File: src/rtl/multicycle_control_pkg.sv
// Shared constants for the RV32 multicycle control path: opcodes, FSM state
// encodings, mux select codes, ALU codes and the control-word bundle.
package multicycle_control_pkg;

    localparam logic [6:0] OP_LW    = 7'b0000011;
    localparam logic [6:0] OP_SW    = 7'b0100011;
    localparam logic [6:0] OP_RTYPE = 7'b0110011;
    localparam logic [6:0] OP_ITYPE = 7'b0010011;
    localparam logic [6:0] OP_JAL   = 7'b1101111;
    localparam logic [6:0] OP_BEQ   = 7'b1100011;

    localparam logic [3:0] S_FETCH    = 4'd0;
    localparam logic [3:0] S_DECODE   = 4'd1;
    localparam logic [3:0] S_MEMADR   = 4'd2;
    localparam logic [3:0] S_MEMREAD  = 4'd3;
    localparam logic [3:0] S_MEMWB    = 4'd4;
    localparam logic [3:0] S_MEMWRITE = 4'd5;
    localparam logic [3:0] S_EXECR    = 4'd6;
    localparam logic [3:0] S_EXECI    = 4'd7;
    localparam logic [3:0] S_ALUWB    = 4'd8;
    localparam logic [3:0] S_JAL      = 4'd9;
    localparam logic [3:0] S_BEQ      = 4'd10;

    localparam logic [2:0] ALU_ADD = 3'b000;
    localparam logic [2:0] ALU_SUB = 3'b001;
    localparam logic [2:0] ALU_AND = 3'b010;
    localparam logic [2:0] ALU_OR  = 3'b011;
    localparam logic [2:0] ALU_SLT = 3'b101;

    localparam logic [1:0] ALUOP_ADD  = 2'b00;
    localparam logic [1:0] ALUOP_SUB  = 2'b01;
    localparam logic [1:0] ALUOP_FUNC = 2'b10;

    localparam logic [1:0] RES_ALUOUT    = 2'b00;
    localparam logic [1:0] RES_READDATA  = 2'b01;
    localparam logic [1:0] RES_ALURESULT = 2'b10;

    localparam logic [1:0] SRCA_PC    = 2'b00;
    localparam logic [1:0] SRCA_OLDPC = 2'b01;
    localparam logic [1:0] SRCA_A     = 2'b10;

    localparam logic [1:0] SRCB_B    = 2'b00;
    localparam logic [1:0] SRCB_IMM  = 2'b01;
    localparam logic [1:0] SRCB_FOUR = 2'b10;

    localparam logic [1:0] IMM_I = 2'b00;
    localparam logic [1:0] IMM_S = 2'b01;
    localparam logic [1:0] IMM_B = 2'b10;
    localparam logic [1:0] IMM_J = 2'b11;

    typedef struct packed {
        logic       pc_update;
        logic       branch;
        logic       adr_src;
        logic       mem_write;
        logic       ir_write;
        logic       reg_write;
        logic       done;
        logic [1:0] result_src;
        logic [1:0] alu_src_a;
        logic [1:0] alu_src_b;
        logic [1:0] alu_op;
    } ctrl_t;

    // FETCH mux selects with every enable low; used in reset and for bad states.
    localparam ctrl_t CTRL_IDLE = '{
        pc_update: 1'b0, branch: 1'b0, adr_src: 1'b0, mem_write: 1'b0,
        ir_write: 1'b0, reg_write: 1'b0, done: 1'b0,
        result_src: RES_ALURESULT, alu_src_a: SRCA_PC,
        alu_src_b: SRCB_FOUR, alu_op: ALUOP_ADD};

endpackage

File: src/rtl/multicycle_control_alu_decoder.sv
// Combinational ALU decoder: maps the FSM's aluop plus instruction fields to
// the ALU operation code.
module alu_decoder
    import multicycle_control_pkg::*;
(
    input  logic [1:0] alu_op,
    input  logic [2:0] funct3,
    input  logic       op5,
    input  logic       funct7b5,
    output logic [2:0] alu_control
);

    // Only R-type sets op5, so addi with instr[30] set still adds.
    always_comb begin
        alu_control = ALU_ADD;
        case (alu_op)
            ALUOP_ADD: alu_control = ALU_ADD;
            ALUOP_SUB: alu_control = ALU_SUB;
            ALUOP_FUNC: begin
                case (funct3)
                    3'b000:  alu_control = (op5 & funct7b5) ? ALU_SUB : ALU_ADD;
                    3'b010:  alu_control = ALU_SLT;
                    3'b110:  alu_control = ALU_OR;
                    3'b111:  alu_control = ALU_AND;
                    default: alu_control = ALU_ADD;
                endcase
            end
            default: alu_control = ALU_ADD;
        endcase
    end

endmodule

File: src/rtl/multicycle_control.sv
// Main control FSM for the RV32 multicycle core: sequences each instruction,
// drives datapath enables and mux selects, and counts retired instructions.
module multicycle_control
    import multicycle_control_pkg::*;
#(
    parameter int CNT_W = 32
) (
    input  logic             clk,
    input  logic             rst,
    input  logic [6:0]       op,
    input  logic [2:0]       funct3,
    input  logic             funct7b5,
    input  logic             zero,
    output logic             pc_write,
    output logic             adr_src,
    output logic             mem_write,
    output logic             ir_write,
    output logic             reg_write,
    output logic [1:0]       result_src,
    output logic [1:0]       alu_src_a,
    output logic [1:0]       alu_src_b,
    output logic [1:0]       imm_src,
    output logic [2:0]       alu_control,
    output logic             illegal_op,
    output logic             instr_done,
    output logic [CNT_W-1:0] instret
);

    logic [3:0] state;
    logic [3:0] next_state;
    logic       op_legal;
    ctrl_t      ctrl;
    ctrl_t      ctrl_eff;

    always_ff @(posedge clk) begin
        if (rst) begin
            state   <= S_FETCH;
            instret <= '0;
        end else begin
            state <= next_state;
            if (ctrl.done)
                instret <= instret + CNT_W'(1);
        end
    end

    always_comb begin
        op_legal = (op == OP_LW) || (op == OP_SW) || (op == OP_RTYPE) ||
                   (op == OP_ITYPE) || (op == OP_JAL) || (op == OP_BEQ);
    end

    always_comb begin
        next_state = S_FETCH;
        case (state)
            S_FETCH:  next_state = S_DECODE;
            S_DECODE: begin
                case (op)
                    OP_LW, OP_SW: next_state = S_MEMADR;
                    OP_RTYPE:     next_state = S_EXECR;
                    OP_ITYPE:     next_state = S_EXECI;
                    OP_JAL:       next_state = S_JAL;
                    OP_BEQ:       next_state = S_BEQ;
                    default:      next_state = S_FETCH;
                endcase
            end
            S_MEMADR:   next_state = op[5] ? S_MEMWRITE : S_MEMREAD;
            S_MEMREAD:  next_state = S_MEMWB;
            S_EXECR:    next_state = S_ALUWB;
            S_EXECI:    next_state = S_ALUWB;
            S_JAL:      next_state = S_ALUWB;
            default:    next_state = S_FETCH;
        endcase
    end

    // Moore control word; states not listed fall back to idle FETCH selects.
    always_comb begin
        ctrl = '0;
        case (state)
            S_FETCH: begin
                ctrl           = CTRL_IDLE;
                ctrl.ir_write  = 1'b1;
                ctrl.pc_update = 1'b1;
            end
            S_DECODE: begin
                ctrl.alu_src_a = SRCA_OLDPC;
                ctrl.alu_src_b = SRCB_IMM;
            end
            S_MEMADR: begin
                ctrl.alu_src_a = SRCA_A;
                ctrl.alu_src_b = SRCB_IMM;
            end
            S_MEMREAD: begin
                ctrl.adr_src = 1'b1;
            end
            S_MEMWB: begin
                ctrl.result_src = RES_READDATA;
                ctrl.reg_write  = 1'b1;
                ctrl.done       = 1'b1;
            end
            S_MEMWRITE: begin
                ctrl.adr_src   = 1'b1;
                ctrl.mem_write = 1'b1;
                ctrl.done      = 1'b1;
            end
            S_EXECR: begin
                ctrl.alu_src_a = SRCA_A;
                ctrl.alu_op    = ALUOP_FUNC;
            end
            S_EXECI: begin
                ctrl.alu_src_a = SRCA_A;
                ctrl.alu_src_b = SRCB_IMM;
                ctrl.alu_op    = ALUOP_FUNC;
            end
            S_ALUWB: begin
                ctrl.reg_write = 1'b1;
                ctrl.done      = 1'b1;
            end
            S_JAL: begin
                ctrl.alu_src_a = SRCA_OLDPC;
                ctrl.alu_src_b = SRCB_FOUR;
                ctrl.pc_update = 1'b1;
            end
            S_BEQ: begin
                ctrl.alu_src_a = SRCA_A;
                ctrl.alu_op    = ALUOP_SUB;
                ctrl.branch    = 1'b1;
                ctrl.done      = 1'b1;
            end
            default: ctrl = CTRL_IDLE;
        endcase
    end

    // Reset overrides the state decode so an aborted instruction cannot write.
    always_comb begin
        ctrl_eff = rst ? CTRL_IDLE : ctrl;
    end

    always_comb begin
        pc_write   = ctrl_eff.pc_update | (ctrl_eff.branch & zero);
        adr_src    = ctrl_eff.adr_src;
        mem_write  = ctrl_eff.mem_write;
        ir_write   = ctrl_eff.ir_write;
        reg_write  = ctrl_eff.reg_write;
        result_src = ctrl_eff.result_src;
        alu_src_a  = ctrl_eff.alu_src_a;
        alu_src_b  = ctrl_eff.alu_src_b;
        instr_done = ctrl_eff.done;
        illegal_op = !rst && (state == S_DECODE) && !op_legal;
    end

    always_comb begin
        case (op)
            OP_SW:   imm_src = IMM_S;
            OP_BEQ:  imm_src = IMM_B;
            OP_JAL:  imm_src = IMM_J;
            default: imm_src = IMM_I;
        endcase
    end

    alu_decoder u_alu_decoder (
        .alu_op      (ctrl_eff.alu_op),
        .funct3      (funct3),
        .op5         (op[5]),
        .funct7b5    (funct7b5),
        .alu_control (alu_control)
    );

endmodule

File: config.mk
export PLATFORM = sky130hd
export DESIGN_NAME = multicycle_control
export DESIGN_NICKNAME = d
export VERILOG_FILES = /design/src/rtl/multicycle_control_pkg.sv /design/src/rtl/multicycle_control_alu_decoder.sv /design/src/rtl/multicycle_control.sv
export SDC_FILE = /design/constraint.sdc
export NUM_CORES = 1
export LEC_CHECK = 0
export ABC_AREA = 1
export CORE_ASPECT_RATIO = 0.9
export CORE_MARGIN = 1
export CORE_UTILIZATION = 48
export CTS_BUF_LIST = sky130_fd_sc_hd__clkbuf_16
export CTS_CLUSTER_SIZE = 14
export DETAILED_ROUTE_END_ITERATION = 16
export PLACE_DENSITY_LB_ADDON = 0.05
export SLEW_MARGIN = 10
export SYNTH_ARGS = -nofsm -noshare
export SYNTH_HDL_FRONTEND = slang
export SYNTH_SLANG_ARGS = --single-unit
File: constraint.sdc
create_clock -name clk -period 1.8 [get_ports clk]
set_input_delay 0.18 -clock clk [delete_from_list [all_inputs] [get_ports clk]]
set_output_delay 0.18 -clock clk [all_outputs]
set_load 0.03 [all_outputs]
==> impl_metrics.tcl <==
set metrics [dict create \
    clk-insertion-delay-late_ns 0.28 \
    crit_type "reg -> out" \
    dp_hpwl_mm 4.58 \
    grt_max_degree 16 \
    first_pass_grt_wire_length_mm 9.95 \
    run_status "finished, violations left" \
    finalPower_w 0.00196 \
    core-area_um2 4490 \
    cts.path.max_buffers 2 \
    synth_nets 396 \
    final-max-slew-violation-count 0 \
    clk_pin_slew_worst_paths_ns 0.05 \
    area_growth_syn_to_layout_pct 52.4 \
    placement_rows 23 \
    synth_flop_cell "sky130_fd_sc_hd__dfxtp_1" \
    boundaryPins 64 \
    first_global_vias 2268 \
    ys_types 32 \
    final_critical_path_setup_slack_ns -0.160 \
    drive_gt1_share_pct 21.7 \
    grt_util_all_layers_pct 26.1 \
    synth-async-reset-ratio_pct 0 \
    timing.critical_path.fanout_max 3 \
    ratio_of_final_minimum_period_to_clock_period_pct 109 \
    initialDrtViolationCount 163 \
    totalWireLength_mm 6.60 \
    globalRoute.totalOverflow 0 \
    num_antenna_cells 0 \
    synthesis.area_per_instance_um2 5.98 \
    p_leak_nw 1.41 \
    final_hold_violation_count 0 \
    fmax_mhz 510 \
    number_of_antenna_violations_at_the_first_check_in_global_routing 0 \
    r2r_setup_slack_ns 0.10 \
    maxCapViolations 0 \
    tritoncts "done" \
    final_antenna_net_count 0 \
    viasPerCell 5.14 \
    layoutNonFillerInstCount 536 \
    floorplan.die.height_um 67.2 \
    syn-cell-area_um2 2270 \
    endpoint_kind "output pin" \
    floorplan.initialDensity_pct 50.5 \
    yosysWarningCount 0 \
    failed_checks "setup timing" \
    worst_clock_skew_ns 0.00485 \
    setup-violations-final 3 \
    vdd_ir_drop_max_v 0.000516 \
    cts_sink_cnt 36 \
    routed_via_count 2756 \
    remaining_drc_errors 0 \
    min-delay-start "rst" \
    final_nets 490 \
    h-tree-depth 2 \
    postSynthCellCount 379 \
    detail_route.wl_per_cell_um 12.3 \
    power-per-cell-area_nw_per_um2 566 \
    whs_endpoint "state[1]" \
    critical_path_arrival_ns 1.78 \
    cts_root_buf "sky130_fd_sc_hd__clkbuf_16" \
    area_of_the_die_um2 5000 \
    port_buffers 63 \
    timing.critical_path.required_ns 1.62 \
    crit-reg2reg-capture "instret[14]" \
    dr.pass1.iters 4 \
    place_inst 523 \
    rsz_0062_raised_after_global_routing "yes" \
    worst_r2r_startpoint "state[3]" \
    timing.max_slew.rel_slack_pct 73.0 \
    hp-class "in -> reg" \
    gp_routability_congestion 0.877 \
    chipWidth_um 74.4 \
    synth-seq-cells 36 \
    ys_seq_area_share_pct 31.8 \
    min_period_ns 1.96 \
    cp-start-kind "flip-flop" \
    numCtsBuffers 5 \
    cts_hold_repair_buffers 0 \
    hold_depth 3 \
    synth_enable_flop_cells 0 \
    r2r_cells 10 \
    tightestPinTransition_ns 0.402 \
]
-- through the flow --
stage	util, %	cell area, µm²	hold slack, ns	setup TNS, ns	worst slack, ns
2_1_floorplan	-	2290	0.361	-0.371	-0.258
3_3_place_gp	69.3	3110	0.454	-0.0196	-0.0196
3_5_place_dp	69.3	3110	0.468	-0.0220	-0.0220
4_1_cts	74.2	3330	0.476	-0.262	-0.143
5_1_grt	77.0	3450	0.460	-0.532	-0.229
6_report	77.0	3450	0.452	-0.285	-0.160
-- registers in the layout, summed over array words and instances (netlist names) --
register  cells
instret      32
state         4
-- Yosys cell counts, types with 2 or more instances --
cell type	number	area share, %
sky130_fd_sc_hd__a31oi_1	2	0.55
sky130_fd_sc_hd__nand2_1	96	16
sky130_fd_sc_hd__inv_1	56	9.3
sky130_fd_sc_hd__nor4_1	2	0.55
sky130_fd_sc_hd__dfxtp_1	36	32
sky130_fd_sc_hd__nand3_1	23	5.1
sky130_fd_sc_hd__a21oi_1	18	4.0
sky130_fd_sc_hd__nor2_1	67	11
sky130_fd_sc_hd__o21ai_0	15	3.3
sky130_fd_sc_hd__nor2_2	5	1.4
sky130_fd_sc_hd__o22ai_1	2	0.55
sky130_fd_sc_hd__nand2_2	2	0.55
sky130_fd_sc_hd__ha_1	3	1.7
sky130_fd_sc_hd__nor2_4	3	1.5
sky130_fd_sc_hd__inv_2	2	0.33
sky130_fd_sc_hd__nor3_1	16	3.5
sky130_fd_sc_hd__buf_4	2	0.66
sky130_fd_sc_hd__clkbuf_1	4	0.66
sky130_fd_sc_hd__and2_1	2	0.55
sky130_fd_sc_hd__nand4_1	11	3.0
-- timing repair --
| item | CTS | global route |
|---|---|---|
| buffers inserted | 3 | 2 |
| pin swaps | 8 | 6 |
| endpoints found under the setup margin | 4 | 15 |
| resized for setup | 18 | 32 |
-- worst max-delay path by stage --
stage,slack (ns),start,depth (start not counted),to
2_1_floorplan,-0.26,state[1],7,alu_control[1]
3_3_place_gp,-0.02,rst,6,alu_control[1]
3_5_place_dp,-0.02,rst,6,alu_control[1]
4_1_cts,-0.14,state[3],9,alu_control[1]
5_1_grt,-0.23,state[1],8,alu_control[1]
6_report,-0.16,state[1],8,alu_control[1]
-- critical path, stage by stage (launching register included) --
cell,delay (ns)
sky130_fd_sc_hd__dfxtp_4,0.37
sky130_fd_sc_hd__inv_4,0.05
sky130_fd_sc_hd__nor2_4,0.14
sky130_fd_sc_hd__nand2_4,0.08
sky130_fd_sc_hd__nor2_4,0.10
sky130_fd_sc_hd__inv_2,0.06
sky130_fd_sc_hd__ha_4,0.25
sky130_fd_sc_hd__nor4b_4,0.28
sky130_fd_sc_hd__buf_6,0.17
-- metal layers --
metal  part of all wire [%]  global-route usage (%)  wire length (µm)  vias to the layer above
met1                     46                    34.0              3040                     1259
met3                    5.3                    4.18               353                       11
met5                      0                       0                 0                        -
li1                       -                       -                 -                     1397
met2                     47                    42.6              3090                       89
met4                    1.8                    11.1               120                        0
-- cell usage in the layout, fill, tap and decap left out, types with 5 or more instances in the layout --
cell type and instances:
sky130_fd_sc_hd__nand3_1 21, sky130_fd_sc_hd__a21oi_1 18, sky130_fd_sc_hd__clkbuf_16 5, sky130_fd_sc_hd__inv_1 49, sky130_fd_sc_hd__nor3_1 16, sky130_fd_sc_hd__nand2_1 92
sky130_fd_sc_hd__nand2_2 5, sky130_fd_sc_hd__nor2_1 58, sky130_fd_sc_hd__dfxtp_1 31, sky130_fd_sc_hd__nor2_2 10, sky130_fd_sc_hd__inv_2 8, sky130_fd_sc_hd__nor2_4 7
sky130_fd_sc_hd__clkdlybuf4s50_1 44, sky130_fd_sc_hd__nand4_1 11, sky130_fd_sc_hd__buf_4 47, sky130_fd_sc_hd__o21ai_0 15
-- power by group --
group	internal, W	leakage (nW)	total (W)	switching, W
registers	0.000797	0.293	0.000803	0.00000598
logic	0.0000764	1.04	0.000176	0.0000996
clock network	0.000643	0.0789	0.000976	0.000332
-- logic make-up after synthesis --
group,after synthesis,share of synthesized area [%]
compound gates,42,10.2
flops,36,31.8
buf+inv,67,11.8
simple gates,230,44.2
xor+xnor,1,0.386
fa+ha+maj,3,1.66
-- final cells by class --
cell class,count,area (µm²)
timing repair buffer,96,845
inverter,58,220
clock inverter,3,37.5
fill,360,1030
multi-input combinational,276,1420
tap,62,77.6
clock buffer,5,125
sequential,36,732
Power figures use the tool's default switching activity.
